<file path="src/rtl/rr_grant_encoder.sv">
// Round-robin arbiter over eight request lines.
// Registered grant index, valid flag and one-cycle done pulse.
module rr_grant_encoder #(
  parameter int MAX_HOLD = 16
) (
  input  logic       clk,
  input  logic       rst,
  input  logic [7:0] req,
  input  logic       en,
  output logic [2:0] grant_idx,
  output logic       grant_valid,
  output logic       grant_done
);

  localparam int CW = $clog2(MAX_HOLD + 1);
  localparam logic [CW-1:0] HOLD_LIM = CW'(MAX_HOLD);
  localparam logic [CW-1:0] CNT_ONE  = CW'(1);

  typedef enum logic {
    IDLE,
    GRANT
  } state_t;

  state_t        state;
  state_t        state_nxt;
  logic [2:0]    ptr;
  logic [2:0]    ptr_nxt;
  logic [2:0]    idx_nxt;
  logic [CW-1:0] cnt;
  logic [CW-1:0] cnt_nxt;
  logic          done_nxt;
  logic [2:0]    sel;
  logic [2:0]    cand;
  logic          hit;
  logic          release_now;

  // Scan from the farthest offset down so the nearest set bit wins.
  always_comb begin
    sel  = ptr;
    hit  = 1'b0;
    cand = ptr;
    for (int i = 7; i >= 0; i--) begin
      cand = ptr + 3'(i);
      if (req[cand]) begin
        sel = cand;
        hit = 1'b1;
      end
    end
  end

  assign release_now = !req[grant_idx] || (cnt == HOLD_LIM);

  always_comb begin
    state_nxt = state;
    ptr_nxt   = ptr;
    idx_nxt   = grant_idx;
    cnt_nxt   = cnt;
    done_nxt  = 1'b0;
    unique case (state)
      IDLE: begin
        if (en && hit) begin
          state_nxt = GRANT;
          idx_nxt   = sel;
          cnt_nxt   = CNT_ONE;
        end
      end
      GRANT: begin
        if (release_now) begin
          state_nxt = IDLE;
          done_nxt  = 1'b1;
          ptr_nxt   = grant_idx + 3'd1;
          cnt_nxt   = '0;
        end else begin
          cnt_nxt = cnt + CNT_ONE;
        end
      end
      default: state_nxt = IDLE;
    endcase
  end

  always_ff @(posedge clk) begin
    if (rst) begin
      state      <= IDLE;
      ptr        <= 3'd0;
      cnt        <= '0;
      grant_idx  <= 3'd0;
      grant_done <= 1'b0;
    end else begin
      state      <= state_nxt;
      ptr        <= ptr_nxt;
      cnt        <= cnt_nxt;
      grant_idx  <= idx_nxt;
      grant_done <= done_nxt;
    end
  end

  assign grant_valid = (state == GRANT);

endmodule
</file>
<file path="config.mk">
export PLATFORM = sky130hd
export DESIGN_NAME = rr_grant_encoder
export DESIGN_NICKNAME = d
export VERILOG_FILES = /design/src/rtl/rr_grant_encoder.sv
export SDC_FILE = /design/constraint.sdc
export NUM_CORES = 1
export LEC_CHECK = 0
export ABC_AREA = 1
export CORE_MARGIN = 4
export CORE_UTILIZATION = 55
export CTS_CLUSTER_SIZE = 30
export DETAILED_ROUTE_END_ITERATION = 7
export PLACE_DENSITY = 0.79
export SYNTH_ARGS = -nofsm -noshare
export SYNTH_HDL_FRONTEND = slang
export SYNTH_SLANG_ARGS = --single-unit
</file>
<file path="constraint.sdc">
create_clock -name clk -period 3.1 [get_ports clk]
set_input_delay 0.62 -clock clk [delete_from_list [all_inputs] [get_ports clk]]
set_output_delay 0.62 -clock clk [all_outputs]
set_load 0.1 [all_outputs]
</file>
==> results.cfg <==
[status]
outcome = finished clean

[logic_synthesis]
synth.most_common_cell = nand2_1
syn_area_um2 = 1310
synthArstFlopShare_pct = 0
yosys.cell_types.count = 27
ys_seq_area_share_pct = 19.8
ys_ff_latch = 13
synthMuxAreaShare_pct = 0
synth_top_family_by_area = simple AND/OR/NAND/NOR gates
synthTopCellsByCount = nand2_1 (66), nand3_1 (37), inv_1 (20)
synth_top_area_share_pct = 19.8
synth-simple-area-share_pct = 47.3
synth_edf_count = 0
syn_area_per_cell_um2 = 6.13
synth_flop_cell = dfxtp_1
synth_fa_ha_area_share_pct = 4.77
synth_xor_area_share_pct = 4.68
syn-num-nets = 230
synth_area_leader_cell = dfxtp_1
synth_area_leaders = dfxtp_1 (20%), nand2_1 (19%), nand3_1 (14%), inv_1 (5.7%), a21oi_1 (5.3%)
synth_cells = 214
synth-compound-area-share_pct = 12.0
synth_warnings = 0

[grt]
grt_max_degree = 12
antenna_found_initial = 0
grt_pass1_vias = 1304
grtUsageTotal_pct = 22.6
overflow = 0
grt_pass1_wl_um = 5800

[worst_setup_path]
worstPathRequired_ns = 3.31
reg2reg_from = ptr[1]$_SDFFE_PP0P_
r2r_cells = 14
r2r-end = cnt[4]$_SDFFE_PP0P_
cp_num_buf_inv = 4
cpLargestDelayFamily = simple AND/OR/NAND/NOR gates
critPathSlowestCell = ha_1
cp_max_fo = 11
cp_common_cell = inv_2
worstPathArrival_ns = 2.65
critPathLaunch = ptr[1]$_SDFFE_PP0P_
critical_path_class = register to register
r2r_setup_slack_ns = 0.67
crit_chain = buf_4 -> inv_2 -> ha_1 -> inv_2 -> nand3_1 -> nand3_1 -> nand2_2 -> inv_2 -> nand2_4 -> nor2_4 -> nand4_4 -> a21oi_4 -> nand2_1 -> a21oi_1
crit_path_max_incr_delay_ns = 0.41
setup.worst_path.end_class = register
critPathLaunchType = register

[routing]
route.vias.total = 1441
drt-initial-drc-count = 103
drc = 0
drt_first_pass_iters = 5
ant_nets = 0
wl_per_cell_um = 12.8
routed_wl_um = 3320
viasPerCell = 5.56

[min_path]
worstHoldStart = cnt[1]$_SDFFE_PP0P_
hold_class = register to register
hold_depth = 2
hold-path-endpoint = cnt[1]$_SDFFE_PP0P_

[clock_tree]
postCtsSetupRepairBufs = 0
htreeDepth = 1
path_clk_slew_ns = 0.08
root_buffer = clkbuf_4
ctsHoldBuffers = 0
numCtsBuffers = 3
clock_sinks = 13
cts_tree = built
cts_buffer_depth = 2
cts_resized = 0
insertion_delay_ns = 0.28

[layout]
nFillCells = 219
multi_input_area_um2 = 902
seq_area_um2 = 260
nets = 248
layout-drive-gt1-share_pct = 14.3
area_delta_synth_final_pct = 13.5
insertedDiodeCount = 0
final_cell_count_no_fill = 259

[floorplanning]
initial_core_util_pct = 58.7
die-width_um = 56.8
rows = 17
coreArea_um2 = 2230
dieHeight_um = 56.8
design.die.area_um2 = 3230
ios = 16

[timing]
timing.slew.headroom_pct = 73.9
setup-tns-final_ns = 0
worst_pin_slew_ns = 0.388
setup_violations = 0
skew_ns = 0.00863
rsz0062_at_grt = false
fmax_ghz = 0.411
hold_viol_final = 0
fin_crit_sh_pct = 78.5
fin_crit_ns = 2.43
slew_viol_final = 0

[pwr]
finalPower_uw = 762
p_leak_uw = 0.000750
irDropWorstVdd_mv = 0.384
powerDensity_nw_per_um2 = 512

[placement]
placed_cells = 255
hpwl_um = 2670
portBuffers = 15
gp_congestion = 0.898

[job]
drv_cap = 0
## routing by layer
layer	track usage, %	share of wire (%)
met1	29.3	43
met2	34.7	47
met3	2.76	6.0
met4	14.9	3.3
met5	0	0
## how the worst max path moves through the flow
| stage | endpoint | slack, ns | cells after the start |
|---|---|---|---|
| detailed placement | cnt[1]$_SDFFE_PP0P_ | 0.67 | 12 |
| floorplan | ptr[0]$_SDFFE_PP0P_ | 0.95 | 9 |
| finish | cnt[4]$_SDFFE_PP0P_ | 0.67 | 14 |
| global route | grant_idx[0]$_SDFFE_PP0P_ | 0.47 | 18 |
| CTS | cnt[4]$_SDFFE_PP0P_ | 0.70 | 14 |
| global placement | cnt[4]$_SDFFE_PP0P_ | 0.73 | 12 |
## flip-flops by register name, summed over array words and instances (netlist names)
name / flops
cnt: 5
grant_done: 1
ptr: 3
grant_idx: 3
grant_valid: 1
## tightest hold or removal path, cell delays in order (launching register included)
cell	delay (ns)
dfxtp_1	0.34
nand2_1	0.08
a21oi_1	0.06
## cells in the final DEF (no fill, tap or decap), types with 4 or more instances in the layout
cell type	count
dfxtp_1	13
o22ai_1	4
inv_1	20
inv_2	7
clkdlybuf4s50_1	10
nand2_1	66
buf_4	7
o21ai_0	8
nor2_1	9
a21oi_1	14
nand3_2	5
xnor2_1	4
ha_1	5
nand3_1	37
## logic make-up after synthesis
logic type,after synthesis
buf+inv,33
xor+xnor,7
simple gates,128
flops,13
fa+ha+maj,5
compound gates,28
## power by group
part           switching, uW  leakage (uW)  internal (uW)  total (uW)
logic                    313      0.000628            144         457
clock network           55.6     0.0000150           49.9         106
registers               18.5      0.000106            181         199
total                    387      0.000750            375         762
## per-stage QoR
stage          hold WS, ns  worst slack (ns)  util [%]  area, um^2
2_1_floorplan        0.459             0.946         -        1310
3_3_place_gp         0.479             0.727      65.5        1460
3_5_place_dp         0.493             0.671      65.5        1460
4_1_cts              0.519             0.695      66.7        1490
5_1_grt              0.546             0.465      66.7        1490
6_report             0.517             0.667      66.7        1490
## area by class of cell
class / count / share of cell area [%]
Timing Repair Buffer: 17 / 10.3
Clock buffer: 4 / 1.76
Multi-Input combinational cell: 168 / 60.6
Sequential cell: 13 / 17.5
Inverter: 29 / 7.56
Tap cell: 28 / 2.35
Note: power is estimated with default switching activity, not from simulation.
